## src/rtl/mdr_mem_pkg.sv

```systemverilog
// mdr_mem_pkg: shared types and constants for the MDR / memory sequencer.
//   mdr_state_e    : transaction sequencer states
//   DATA_WIDTH_DEF : default MDR / bus / memory data width
//   ADDR_WIDTH_DEF : default memory word address width
//   is_wait()      : true in the states that hold a memory request open
package mdr_mem_pkg;

  localparam int DATA_WIDTH_DEF = 32;
  localparam int ADDR_WIDTH_DEF = 9;

  typedef enum logic [2:0] {
    ST_IDLE    = 3'd0,
    ST_RD_WAIT = 3'd1,
    ST_WR_WAIT = 3'd2,
    ST_DONE    = 3'd3,
    ST_ERR     = 3'd4
  } mdr_state_e;

  function automatic logic is_wait(input mdr_state_e s);
    return (s == ST_RD_WAIT) || (s == ST_WR_WAIT);
  endfunction

endpackage

```

## src/rtl/mdr_mem_fsm.sv

```systemverilog
// mdr_mem_fsm: memory transaction sequencer (state register, handshake
// outputs, optional timeout counter).
//   clock, clear_n       : clock, async active-low reset
//   i_rd_start/i_wr_start: start pulses (honoured in IDLE, read wins)
//   i_mem_ack            : memory completion strobe
//   o_idle               : sequencer is in IDLE (MDR bus load / addr capture)
//   o_rd_cap             : load MDR from memory read data this edge
//   o_mem_req/o_mem_we   : handshake outputs, decoded from state
//   o_busy/o_done/o_error: status to control unit, decoded from state
// Build option: define MDR_TIMEOUT_EN to abort waits after TIMEOUT_CYCLES.
module mdr_mem_fsm
  import mdr_mem_pkg::*;
#(
  parameter int TIMEOUT_CYCLES = 16
) (
  input  logic clock,
  input  logic clear_n,
  input  logic i_rd_start,
  input  logic i_wr_start,
  input  logic i_mem_ack,
  output logic o_idle,
  output logic o_rd_cap,
  output logic o_mem_req,
  output logic o_mem_we,
  output logic o_busy,
  output logic o_done,
  output logic o_error
);

  if (TIMEOUT_CYCLES < 1 || TIMEOUT_CYCLES > 255) begin : g_bad_timeout
    $error("mdr_mem_fsm: TIMEOUT_CYCLES must be 1..255");
  end

  mdr_state_e r_state, w_next;
  logic       w_timeout;

`ifdef MDR_TIMEOUT_EN
  localparam logic [7:0] TO_LAST = 8'(TIMEOUT_CYCLES - 1);
  logic [7:0] r_cnt;

  // Held at zero in IDLE so every wait state starts from a clean count;
  // r_cnt == TO_LAST means this is the last permitted wait cycle.
  always_ff @(posedge clock or negedge clear_n) begin
    if (!clear_n)                             r_cnt <= '0;
    else if (r_state == ST_IDLE)              r_cnt <= '0;
    else if (is_wait(r_state) && !i_mem_ack)  r_cnt <= r_cnt + 8'd1;
  end

  assign w_timeout = (r_cnt == TO_LAST);
`else
  assign w_timeout = 1'b0;
`endif

  always_comb begin
    w_next = r_state;
    case (r_state)
      ST_IDLE: begin
        if (i_rd_start)      w_next = ST_RD_WAIT;
        else if (i_wr_start) w_next = ST_WR_WAIT;
      end
      ST_RD_WAIT, ST_WR_WAIT: begin
        // ack on the terminal-count edge still completes normally
        if (i_mem_ack)      w_next = ST_DONE;
        else if (w_timeout) w_next = ST_ERR;
      end
      default: w_next = ST_IDLE;
    endcase
  end

  always_ff @(posedge clock or negedge clear_n) begin
    if (!clear_n) r_state <= ST_IDLE;
    else          r_state <= w_next;
  end

  assign o_idle    = (r_state == ST_IDLE);
  assign o_rd_cap  = (r_state == ST_RD_WAIT) && i_mem_ack;
  assign o_mem_req = is_wait(r_state);
  assign o_mem_we  = (r_state == ST_WR_WAIT);
  assign o_busy    = is_wait(r_state);
  assign o_done    = (r_state == ST_DONE);
`ifdef MDR_TIMEOUT_EN
  assign o_error   = (r_state == ST_ERR);
`else
  assign o_error   = 1'b0;
`endif

endmodule

```

## src/rtl/mdr_mem_unit.sv

```systemverilog
// mdr_mem_unit: Memory Data Register plus memory-transaction sequencer.
//   BusMuxOut/MDRin         : bus load path (IDLE only)
//   addr_in                 : MAR value, captured at transaction start
//   rd_start/wr_start       : start pulses
//   mem_rdata/mem_ack       : memory response
//   mem_req/mem_we/mem_addr/mem_wdata : memory request side
//   BusMuxIn_MDR            : MDR value to bus mux
//   busy/done/error         : status to control unit
// Build option: MDR_TIMEOUT_EN enables the wait-state timeout abort.
module mdr_mem_unit
  import mdr_mem_pkg::*;
#(
  parameter int DATA_WIDTH     = DATA_WIDTH_DEF,
  parameter int ADDR_WIDTH     = ADDR_WIDTH_DEF,
  parameter int TIMEOUT_CYCLES = 16
) (
  input  logic                  clock,
  input  logic                  clear_n,
  input  logic [DATA_WIDTH-1:0] BusMuxOut,
  input  logic                  MDRin,
  input  logic [ADDR_WIDTH-1:0] addr_in,
  input  logic                  rd_start,
  input  logic                  wr_start,
  input  logic [DATA_WIDTH-1:0] mem_rdata,
  input  logic                  mem_ack,
  output logic                  mem_req,
  output logic                  mem_we,
  output logic [ADDR_WIDTH-1:0] mem_addr,
  output logic [DATA_WIDTH-1:0] mem_wdata,
  output logic [DATA_WIDTH-1:0] BusMuxIn_MDR,
  output logic                  busy,
  output logic                  done,
  output logic                  error
);

  logic [DATA_WIDTH-1:0] r_mdr;
  logic [ADDR_WIDTH-1:0] r_addr;
  logic                  w_idle, w_rd_cap;

  mdr_mem_fsm #(.TIMEOUT_CYCLES(TIMEOUT_CYCLES)) u_fsm (
    .clock      (clock),
    .clear_n    (clear_n),
    .i_rd_start (rd_start),
    .i_wr_start (wr_start),
    .i_mem_ack  (mem_ack),
    .o_idle     (w_idle),
    .o_rd_cap   (w_rd_cap),
    .o_mem_req  (mem_req),
    .o_mem_we   (mem_we),
    .o_busy     (busy),
    .o_done     (done),
    .o_error    (error)
  );

  // Bus load and memory capture never coincide (IDLE vs RD_WAIT); a bus
  // load alongside rd_start is simply overwritten when the read returns.
  always_ff @(posedge clock or negedge clear_n) begin
    if (!clear_n)            r_mdr <= '0;
    else if (w_rd_cap)       r_mdr <= mem_rdata;
    else if (w_idle && MDRin) r_mdr <= BusMuxOut;
  end

  always_ff @(posedge clock or negedge clear_n) begin
    if (!clear_n)                              r_addr <= '0;
    else if (w_idle && (rd_start || wr_start)) r_addr <= addr_in;
  end

  assign mem_addr     = r_addr;
  assign mem_wdata    = r_mdr;
  assign BusMuxIn_MDR = r_mdr;

endmodule

```

## config.mk

```make
export PLATFORM = sky130hd
export DESIGN_NAME = mdr_mem_unit
export DESIGN_NICKNAME = d
export VERILOG_FILES = /design/src/rtl/mdr_mem_pkg.sv /design/src/rtl/mdr_mem_fsm.sv /design/src/rtl/mdr_mem_unit.sv
export SDC_FILE = /design/constraint.sdc
export NUM_CORES = 1
export LEC_CHECK = 0
export ABC_AREA = 0
export CAP_MARGIN = 20
export CORE_MARGIN = 3
export CORE_UTILIZATION = 30
export CTS_CLUSTER_DIAMETER = 80
export DETAILED_ROUTE_END_ITERATION = 7
export PLACE_DENSITY = 0.75
export SKIP_CTS_REPAIR_TIMING = 1
export SLEW_MARGIN = 20
export SYNTH_ARGS = -nofsm -noshare
export SYNTH_HDL_FRONTEND = slang
export SYNTH_HIERARCHICAL = 1
export SYNTH_SLANG_ARGS = --single-unit
export TNS_END_PERCENT = 5
```

## constraint.sdc

```tcl
create_clock -name clock -period 1.9 [get_ports clock]
set_input_delay 0.57 -clock clock [delete_from_list [all_inputs] [get_ports clock]]
set_output_delay 0.57 -clock clock [all_outputs]
set_load 0.05 [all_outputs]
```

Word level (Yosys, flattened, before mapping)
Index checks and enable logic that the tools add are counted.
{ "word_totals": {"register_bits": 44, "latchBits": 0, "mem_bits_rw": 0, "rom_bits": 0, "in_bits": 79, "out_inout_bits": 78, "word_cells": 23, "mem_count": 0} }
{ "classes": {"addsub": 0, "n_mul": 0, "div": 0, "magnitude_cmp": 0, "n_eq_ne": 5, "shifts": 0, "mux": 6, "bitwise_logic": 0, "n_reduce_logical": 9} }
{ "ops": {"columns": ["cell", "n"], "rows": [
  ["$mux 32", 2],
  ["$mux 3", 3],
  ["$eq 3x2->1 const B", 2],
  ["$pmux 3 s2", 1],
  ["$eq 3x1->1 const B", 1],
  ["$logic_and 1x1->1", 3],
  ["$logic_not 3->1", 1],
  ["$ne 3x3->1 const B", 1],
  ["$logic_or 1x1->1", 2],
  ["$ne 2x2->1 const B", 1],
  ["$reduce_and 2->1", 1],
  ["$reduce_bool 2->1", 1],
  ["$reduce_or 2->1", 1]
]} }

Longest topological paths before layout
Gate-level depths: netlist of the first run.
{ "logic_depth": {"depth_word": 4, "ltp_mapped": 7, "depth_no_buf": 5} }

Modules after synthesis
Netlist of the first run, hierarchy kept.
{ "modules_own_cells": {"columns": ["module", "n_inst", "cells_each", "area_per_inst_um2", "seq_area_each_um2"], "rows": [
  ["mdr_mem_unit", 1, 233, 2577.5, 1026.0],
  ["mdr_mem_fsm", 1, 23, 222.7, 50.0]
]} }

Worst setup path before layout of the first run
Ideal clock, no wire load.
{ "synth_timing": {"kind": "reg2out", "from": "reg u_fsm.r_state[0]", "to": "out mem_req", "arrival_ps": 1383, "required_time_ps": 1330, "slack_ps": -53, "path_stages_with_launch": 4, "n_path_buf": 1, "path_cell_list": "dfrtp_1 inv_1 ha_1 buf_4"} }
{ "synth_via": {"elab_chain_cells": 2, "word_cells_on_any_way": 3, "classes_between": "eq/ne: 2; reduce/logical: 1"} }
{ "synth_rtl": {"columns": ["item", "line", "source"], "rows": [
  ["from (decl)", "mdr_mem_fsm.sv:34", "mdr_state_e r_state, w_next;"],
  ["from (signal assigned)", "mdr_mem_fsm.sv:72", "else r_state <= w_next;"],
  ["$eq 3x1->1 or $eq 3x2->1 (tied branches)", null, null],
  ["$logic_or 1x1->1 *", null, null],
  ["to (decl)", "mdr_mem_unit.sv:26", "output logic mem_req,"]
]} }
Every way passes the cells marked *; elsewhere a longest branch is shown, timed or not.

Final worst setup path of the first run
{ "layout_timing": {"from": "reg u_fsm.r_state[0]", "to": "out mem_req"} }
{ "layout_via": {"elab_chain_cells": 2, "word_cells_on_any_way": 3, "classes_between": "eq/ne: 2; reduce/logical: 1"} }
{ "layout_rtl": {"columns": ["item", "line", "source"], "rows": [
  ["$eq 3x1->1 or $eq 3x2->1 (tied branches)", "mdr_mem_pkg.sv:20", "return (s == ST_RD_WAIT) || (s == ST_WR_WAIT);"],
  ["$logic_or 1x1->1 *", "mdr_mem_pkg.sv:20", null]
]} }
Marks and branches as above.

==> key figures, run 1 <==
Pwr
  – Power Density: 2180 nW/um2
  – Sequential share of power: 0.190
  – Clock share of power: 0.078
  – P_int: 4.26 mW
  – Gate power share: 0.732
  – Design Power: 9.32 mW
  – Switching power total: 5.05 mW
  – Leak Pwr: 1.88 nW
  – Peak supply drop: approximately 1.5 mV
  – Sw Share: 0.542

Layout
  – Filler cell count: 841
  – Share of cells above drive strength 1: 0.389
  – Area grow syn2layout: 52.5%
  – Design Area, Final: ~4300 um2
  – ANT cells: 0
  – Nets: approximately 460

Die
  – I/O pin count: 157
  – Number of cell rows: 34
  – Die area: 10,500 um2
  – Die Y: 103 um
  – Die W: ~100 um
  – Core area: 8890 um2
  – Initial core utilization: 0.315

Clock network
  – Worst-case clock buffer depth: 2
  – Root Driver: clkbuf_8
  – Reg clk slew, reported paths: 0.09 ns
  – Htree depth: 2
  – Worst skew pair latency: between 0.2 and 0.3 ns
  – CTS Buf Count: 5
  – CTS tree: yes
  – CTS Sinks: between 40 and 50

STA
  – Hold Fails Final Rpt: 0
  – Fmax: 0.544 GHz
  – Final worst slack: 0.0605 ns
  – Final min period: 1.84 ns
  – Max Slew Vio Count: 0
  – # setup viols final: 0
  – Max Clock Skew: 0.00388 ns
  – Final Cycle Share: 0.968

Run status
  – Status: complete, no violations

Yosys
  – Mapped Cells: 256
  – FFs w/ async S/R, synth: 1.00
  – Main area contributors after synthesis: dfrtp_1, o311ai_2, nand4b_1
  – Post-synth EDFFs: 0
  – Seq/Total Area, Yosys: 0.384
  – Synth warn: 6
  – Avg Inst Size Synth: around 11 um2
  – Seq cells post-synth: 43
  – Yosys cell types: 24
  – Top FF cell, synth: dfrtp_1
  – Post-synth top area cell: dfrtp_1
  – Cell area after synthesis: 2800 um2
  – Post-Syn Nets: 340
  – Synth top area share: 0.384

Worst hold path
  – Hold Crit Class: in2async

Worst setup path
  – Crit path launch type: flop
  – CP Capture Type: output port
  – CP max FO: 5
  – Worst-path cell chain: inv_1, ha_4, buf_12
  – R2R setup slack: 0.38 ns
  – Slowest CP cell: dfrtp_1
  – CP peak stage delay: slightly above 0.4 ns
  – Critical Path AT: approximately 1.3 ns
  – Crit Path Class: reg2out
  – Crit path required time: roughly 1.3 ns

Global route
  – Total GRT Usage: 0.140
  – Largest net degree at the start of global routing: 46
  – Initial antenna violation count: 0
  – Vias in the first global route: 2,365
  – GR Overflow Total: 0
  – First-pass GRT wire length: 11,800 um

Placement
  – I/O Buffers: 155
  – Area after DPL: 4120 um2
  – Post-DP HPWL: 5880 um
  – Post-Place Setup Slack: -0.0337 ns
  – Final GP Congestion: between 0.7 and 0.8

Detailed routing
  – Via Count: 2,345
  – Drt drc: 0
  – DRT Pass-1 Iters: 4
  – Final ANT Viol Nets: 0
  – Post-Route WL: 7840 um
  – Post-DR vias/cell: approximately 4.8
  – Routed len/inst: 16.1 um
  – Drt initial violations: 57

Job
  – Max Cap Violations: 0
cells in the mapped netlist, drive strengths merged (2+ instances only):
library cell,count
buf,51
dfrtp,43
inv,35
nand2,33
nand4b,32
o311ai,32
mux2,10
ha,5
clkbuf,4
a21oi,2
and2,2
cell usage in the layout, fill, tap and decap left out:
cell,n
buf_4,84
clkdlybuf4s50_1,77
dfrtp_1,43
inv_1,35
nand2_1,33
nand4b_1,32
o311ai_2,30
mux2_4,10
buf_12,9
clkbuf_8,5
ha_1,4
and2_4,2
o311ai_1,2
o21ai_4,1
clkinv_4,1
clkinv_2,1
bufinv_16,1
buf_2,1
a21oi_1,1
nor2_1,1
nor3b_2,1
a21oi_2,1
nand4bb_1,1
o21a_1,1
o22ai_1,1
ha_4,1
conb_1,1
kinds of logic (layout without fill, tap and decap cells):
family | Yosys count | in the layout | synth area share
simple gates | 70 | 70 | 0.160
buf+inv | 90 | 214 | 0.183
compound gates | 37 | 37 | 0.196
other cells | 1 | 1 | 0.00134
fa+ha+maj | 5 | 5 | 0.0223
flops | 43 | 43 | 0.384
mux | 10 | 10 | 0.0536
per-stage QoR:
| step | TNS (ns) | util | hold WS, ns | std cells |
|---|---|---|---|---|
| 3_3_place_gp | 0 | 0.464 | 0.503 | 477 |
| 5_1_grt | -0.0276 | 0.480 | 0.183 | 488 |
| 6_report | 0 | 0.480 | 0.178 | 488 |
| 3_5_place_dp | -0.252 | 0.464 | 0.494 | 477 |
| 2_1_floorplan | 0 | - | 0.274 | 256 |
| 4_1_cts | -0.208 | 0.476 | 0.173 | 485 |
power groups by stage:
stage	Clock, mW	Sequential [mW]	Combinational [mW]
after global placement	0	1.77	6.69
after detailed placement	0	1.79	6.77
final	0.725	1.77	6.82
after CTS	0.758	1.79	6.77
after floorplan	0	3.19	3.68
after global routing	0.800	1.83	7.14
layout make-up:
type,instances,area (um2),area share
tap,108,135,0.0317
clock buffer,5,68.8,0.0161
sequential,43,1080,0.252
clock inverter,3,43.8,0.0103
multi-input combinational,123,1230,0.288
timing repair buffer,171,1590,0.372
inverter,35,131,0.0308
metal layers:
metal / vias up / share of wire / global-route usage / wire, um
li1: 1108 / - / - / -
met1: 1119 / 0.43 / 0.179 / 3400
met2: 112 / 0.47 / 0.237 / 3690
met3: 6 / 0.089 / 0.0386 / 698
met4: 0 / 0.0065 / 0.0303 / 51
met5: - / 0 / 0 / 0
final timing paths:
path                                         startpoint                            to  cells after the start
hold reg to reg                 mem_addr[8]$_DFFE_PN0P_       mem_addr[8]$_DFFE_PN0P_                      1
hold / removal                                  clear_n  BusMuxIn_MDR[26]$_DFFE_PN0P_                      1
setup / recovery           u_fsm/r_state[0]$_DFFE_PN0P_                       mem_req                      3
setup reg to reg           u_fsm/r_state[0]$_DFFE_PN0P_  u_fsm/r_state[0]$_DFFE_PN0P_                      5
min in group clock              mem_addr[8]$_DFFE_PN0P_       mem_addr[8]$_DFFE_PN0P_                      1
max in group asynchronous                       clear_n       mem_addr[8]$_DFFE_PN0P_                      2
sequential cells by signal (all words and copies together) (netlist names):
| register | cells |
|---|---|
| BusMuxIn_MDR | 32 |
| mem_addr | 9 |
| u_fsm/r_state | 2 |
critical path, delay by kind of cell, from the launching register on:
| kind | cells | cell delay [ns] |
|---|---|---|
| buffers and inverters | 2 | 0.24 |
| adders and majority gates | 1 | 0.33 |
| DFF | 1 | 0.41 |
Note: power is estimated with default switching activity, not from simulation.
==> inputs of run 2 (changes only) <==
Clock period 1.9 ns to 1.95 ns, I/O delays scaled along.
==> key figures, run 2 (same netlist as run 1, synthesis figures left out) <==
Placement
  – Dpl cells: 477 (unchanged)
  – Post-DP HPWL: 5960 um (was 5880 um)
  – Area after DPL: 4140 um2 (was 4120 um2)
  – Post-Place Setup Slack: -0.00934 ns (was -0.0337 ns)
  – Final GP Congestion: 0.728 (was 0.759)
  – I/O Buffers: 155 (unchanged)

Layout
  – Most common cell after layout, fill and taps aside: buf_4 (unchanged)
  – Design Area, Final: 4250 um2 (was 4270 um2)
  – Filler cell count: 818 (was 841)
  – Most frequent cells in the layout: buf_4, clkdlybuf4s50_1, dfrtp_1 (unchanged)
  – Post-Layout Cell Count: 486 (was 488)
  – Reg area: 1080 um2 (about the same)
  – Max FFs per register: 32 (unchanged)
  – Nets: 461 (was 463)
  – Area grow syn2layout: 51.8% (was 52.5%)
  – Share of cells above drive strength 1: 0.389 (about the same)
  – Multi-input logic area: 1230 um2 (unchanged)
  – ANT cells: 0 (unchanged)

Worst setup path
  – Reg2reg end: BusMuxIn_MDR[23]$_DFFE_PN0P_ (was u_fsm/r_state[0]$_DFFE_PN0P_)
  – Crit path required time: 1.36 ns (was 1.33 ns)
  – CP max FO: 6 (was 5)
  – CP Capture Type: output port (unchanged)
  – Critical Path AT: 1.31 ns (was 1.27 ns)
  – Start of the worst register-to-register path: u_fsm/r_state[1]$_DFFE_PN0P_ (was u_fsm/r_state[0]$_DFFE_PN0P_)
  – R2R setup slack: 0.40 ns (was 0.38 ns)
  – Crit Path Class: reg2out (unchanged)
  – Worst reg2reg path depth: 6 (was 5)
  – Crit path launch type: flop (unchanged)

Detailed routing
  – Final ANT Viol Nets: 0 (unchanged)
  – Drt drc: 0 (unchanged)
  – Via Count: 2,374 (was 2,345)
  – Routed len/inst: 16.1 um (about the same)
  – Drt initial violations: 36 (was 57)
  – Post-DR vias/cell: 4.88 (was 4.81)
  – DRT Pass-1 Iters: 4 (unchanged)
  – Post-Route WL: 7840 um (about the same)

Die
  – Die area: 10,500 um2 (unchanged)
  – I/O pin count: 157 (unchanged)
  – Core area: 8890 um2 (unchanged)
  – Die W: 103 um (unchanged)
  – Number of cell rows: 34 (unchanged)
  – Initial core utilization: 0.315 (unchanged)
  – Die Y: 103 um (unchanged)

STA
  – Final Cycle Share: 0.972
  – Final worst slack: 0.0551 ns (was 0.0605 ns)
  – # setup viols final: 0 (unchanged)
  – Max Clock Skew: 0.0107 ns (was 0.00388 ns)
  – Slew headroom: 0.636
  – Fmax: 0.528 GHz
  – Worst-Margin Slew: 0.546 ns
  – Hold Fails Final Rpt: 0 (unchanged)
  – Hold WS: 0.261 ns (was 0.178 ns)
  – Max Slew Vio Count: 0 (unchanged)
  – Final min period: 1.89 ns

Run status
  – Status: complete, no violations (unchanged)

Pwr
  – Sequential share of power: 0.193 (was 0.190)
  – P_int: 4.00 mW (was 4.26 mW)
  – Design Power: 8.94 mW (was 9.32 mW)
  – Sw Share: 0.552 (was 0.542)
  – Gate power share: 0.738 (was 0.732)
  – Peak supply drop: 1.27 mV (was 1.45 mV)
  – Switching power total: 4.94 mW (was 5.05 mW)
  – Power Density: 2100 nW/um2 (was 2180 nW/um2)
  – Leak Pwr: 1.87 nW (was 1.88 nW)
  – Clock share of power: 0.069 (was 0.078)

Job
  – Max Cap Violations: 0 (unchanged)

Clock network
  – Worst skew pair latency: 0.31 ns (was 0.29 ns)
  – CTS Buf Count: 5 (unchanged)
  – CTS tree: yes (unchanged)
  – CTS Sinks: 43 (unchanged)
  – Root Driver: clkbuf_8 (unchanged)
  – Reg clk slew, reported paths: 0.09 ns (about the same)
  – Htree depth: 2 (unchanged)
  – Worst-case clock buffer depth: 2 (unchanged)

Global route
  – First-pass GRT wire length: 12,100 um (was 11,800 um)
  – Initial antenna violation count: 0 (unchanged)
  – Largest net degree at the start of global routing: 47 (was 46)
  – Total GRT Usage: 0.144 (was 0.140)
  – GR Overflow Total: 0 (unchanged)
  – Vias in the first global route: 2,420 (was 2,365)

Worst hold path
  – Hold Crit Class: in2async (unchanged)
-- run 2: cell count changes in the layout (fill, tap and decap cells not counted), sizes merged --
cell	before	now
buf	94	92
bufinv	1	0
clkinv	2	0
inv	35	38
-- run 2: layout make-up --
cell class | count | share of cell area
Timing Repair Buffer | 169 | 0.373
Multi-Input combinational cell | 123 | 0.289
Sequential cell | 43 | 0.253
Tap cell | 108 | 0.0318
Inverter | 35 | 0.0309
Clock buffer | 5 | 0.0162
Clock inverter | 3 | 0.00618
-- run 2: worst max path at each step --
stage                                             from                            to  slack [ns]  depth (start not counted)
after floorplan           u_fsm/r_state[0]$_DFFE_PN0P_                       mem_req        0.13                          3
after global placement                         mem_ack  BusMuxIn_MDR[25]$_DFFE_PN0P_        0.04                          5
after detailed placement                       mem_ack  BusMuxIn_MDR[23]$_DFFE_PN0P_      -0.009                          5
after CTS                 u_fsm/r_state[0]$_DFFE_PN0P_                       mem_req       -0.07                          3
after global routing      u_fsm/r_state[1]$_DFFE_PN0P_                          busy      -0.007                          3
final                     u_fsm/r_state[1]$_DFFE_PN0P_                       mem_req        0.06                          3
-- run 2: power by group through the flow --
stage,Combinational (mW),Sequential [mW],Clock [mW]
after detailed placement,6.61,1.73,0
after floorplan,3.59,3.11,0
after global routing,6.93,1.79,0.693
final,6.60,1.72,0.617
after CTS,6.61,1.74,0.647
after global placement,6.53,1.72,0
-- run 2: per-stage QoR --
stage          TNS [ns]  utilization
2_1_floorplan         0            -
3_3_place_gp          0        0.465
5_1_grt         -0.0135        0.478
4_1_cts          -0.148        0.476
6_report              0        0.478
3_5_place_dp    -0.0216        0.465
-- run 2: worst max-delay path, cell delays in order (launching register included) --
cell and delay, ns:
dfrtp_1 0.41, inv_1 0.11, ha_4 0.34, buf_12 0.14
-- run 2: metal layers --
| layer | part of all wire | GRT usage | wire length (um) |
|---|---|---|---|
| met1 | 0.41 | 0.181 | 3250 |
| met2 | 0.49 | 0.248 | 3810 |
| met3 | 0.093 | 0.0406 | 729 |
| met4 | 0.0059 | 0.0303 | 46 |
| met5 | 0 | 0 | 0 |
==> inputs of run 3 (changes only) <==
Settings changed: CORE_MARGIN 3 to 5.
==> key figures, run 3 (same netlist as run 1, synthesis figures left out) <==
Global route
  – GR Overflow Total: 0 (unchanged)
  – M3 GR Usage: 0.0488 (was 0.0406)
  – Met2 Usage GRT: 0.237 (was 0.248)
  – Total GRT Usage: 0.143 (was 0.144)
  – Busiest grt layer: met2 (unchanged)
  – First-pass GRT wire length: 13,200 um (was 12,100 um)
  – Met1 usage: 0.182 (was 0.181)
  – Initial antenna violation count: 0 (unchanged)
  – Largest net degree at the start of global routing: 40 (was 47)
  – Vias in the first global route: 2,499 (was 2,420)

Pwr
  – Peak supply drop: 1.39 mV (was 1.27 mV)
  – Power Density: 2100 nW/um2 (about the same)
  – Leak Pwr: 1.86 nW (was 1.87 nW)

Clock network
  – Reg clk slew, reported paths: 0.08 ns (was 0.09 ns)
  – Root Driver: clkbuf_8 (unchanged)
  – Htree depth: 2 (unchanged)
  – CTS tree: yes (unchanged)
  – CTS Sinks: 43 (unchanged)
  – Worst-case clock buffer depth: 2 (unchanged)
  – Worst skew pair latency: 0.29 ns (was 0.31 ns)
  – CTS Buf Count: 5 (unchanged)

Die
  – Core area: 9150 um2 (was 8890 um2)
  – Die Y: 107 um (was 103 um)
  – Number of cell rows: 35 (was 34)
  – Die W: 107 um (was 103 um)
  – Die area: 11,400 um2 (was 10,500 um2)
  – I/O pin count: 157 (unchanged)
  – Initial core utilization: 0.306 (was 0.315)

STA
  – Final worst slack: 0.0907 ns (was 0.0551 ns)
  – Final min period: 1.86 ns (was 1.89 ns)
  – Fmax: 0.538 GHz (was 0.528 GHz)
  – Final Cycle Share: 0.953 (was 0.972)
  – # setup viols final: 0 (unchanged)
  – RSZ-0062 raised after global routing: no
  – Max Slew Vio Count: 0 (unchanged)
  – Hold Fails Final Rpt: 0 (unchanged)
  – Max Clock Skew: 0.00280 ns (was 0.0107 ns)

Placement
  – Post-Place Setup Slack: -0.00557 ns (was -0.00934 ns)
  – Final GP Congestion: 0.813 (was 0.728)
  – Post-DP HPWL: 6230 um (was 5960 um)
  – I/O Buffers: 155 (unchanged)
  – Dpl cells: 479 (was 477)

Layout
  – Nets: 461 (unchanged)
  – Filler cell count: 872 (was 818)
  – Share of cells above drive strength 1: 0.389 (unchanged)
  – Reg area: 1080 um2 (unchanged)
  – ANT cells: 0 (unchanged)
  – Post-Layout Cell Count: 489 (was 486)
  – Max FFs per register: 32 (unchanged)
  – Multi-input logic area: 1230 um2 (unchanged)
  – Most common cell after layout, fill and taps aside: buf_4 (unchanged)
  – Most frequent cells in the layout: buf_4, clkdlybuf4s50_1, dfrtp_1 (unchanged)
  – Area grow syn2layout: 51.1% (was 51.8%)

Worst hold path
  – Hold Crit Class: in2async (unchanged)

Detailed routing
  – Post-Route WL: 8220 um (was 7840 um)
  – Final ANT Viol Nets: 0 (unchanged)
  – Drt initial violations: 70 (was 36)
  – Drt drc: 0 (unchanged)
  – Routed len/inst: 16.8 um (was 16.1 um)
  – Via Count: 2,352 (was 2,374)
  – Post-DR vias/cell: 4.81 (was 4.88)
  – DRT Pass-1 Iters: 4 (unchanged)

Worst setup path
  – Crit path required time: 1.36 ns (about the same)
  – CP Capture Type: output port (unchanged)
  – Crit path launch type: flop (unchanged)
  – CP max FO: 6 (unchanged)
  – Critical Path AT: 1.27 ns (was 1.31 ns)
  – Crit Path Class: reg2out (unchanged)

Run status
  – Status: complete, no violations (unchanged)

Job
  – Max Cap Violations: 0 (unchanged)
[run 3: cell types whose count changed in the layout (fill, tap and decap cells not counted), sizes merged]
cell / delta
inv: -3
clkinv: +3
[run 3: layer usage]
layer	wire length, um	up-vias
met5	0	-
met4	70	0
li1	-	1102
met3	755	8
met1	3490	1140
met2	3900	102
[run 3: final cells by class]
| type | instances | share of cell area |
|---|---|---|
| tap | 111 | 0.0328 |
| timing repair buffer | 169 | 0.371 |
| multi-input combinational | 123 | 0.290 |
| inverter | 35 | 0.0311 |
| clock inverter | 3 | 0.00355 |
| sequential | 43 | 0.255 |
| clock buffer | 5 | 0.0163 |
[run 3: worst max-delay path, stage by stage (launching register included)]
cell and delay [ns]:
dfrtp_2 0.41, inv_1 0.10, ha_4 0.33, buf_12 0.14
[run 3: path summary, 6_finish.rpt]
check	start	slack, ns	endpoint	cells after the start
max	u_fsm/r_state[0]$_DFFE_PN0P_	0.09	busy	3
min	clear_n	0.25	BusMuxIn_MDR[19]$_DFFE_PN0P_	1
max reg2reg	u_fsm/r_state[1]$_DFFE_PN0P_	0.45	BusMuxIn_MDR[20]$_DFFE_PN0P_	6
min reg2reg	mem_addr[2]$_DFFE_PN0P_	0.52	mem_addr[2]$_DFFE_PN0P_	1
max in group asynchronous	clear_n	1.18	u_fsm/r_state[0]$_DFFE_PN0P_	2
min in group clock	mem_addr[2]$_DFFE_PN0P_	0.52	mem_addr[2]$_DFFE_PN0P_	1
[run 3: stage by stage]
step           total power, mW  utilization  area [um2]  TNS (ns)  hold WS, ns
2_1_floorplan             6.69            -        2800         0        0.289
5_1_grt                   9.35        0.462        4230         0        0.266
4_1_cts                   8.93        0.459        4200    -0.142        0.249
3_5_place_dp              8.33        0.450        4120  -0.00557        0.495
3_3_place_gp              8.25        0.450        4120         0        0.499
6_report                  8.88        0.462        4230         0        0.246
[run 3: power by group]
group          internal (mW)  switching (mW)
Clock                  0.246           0.319
Sequential              1.34           0.370
Combinational           2.38            4.22
Total                   3.97            4.91
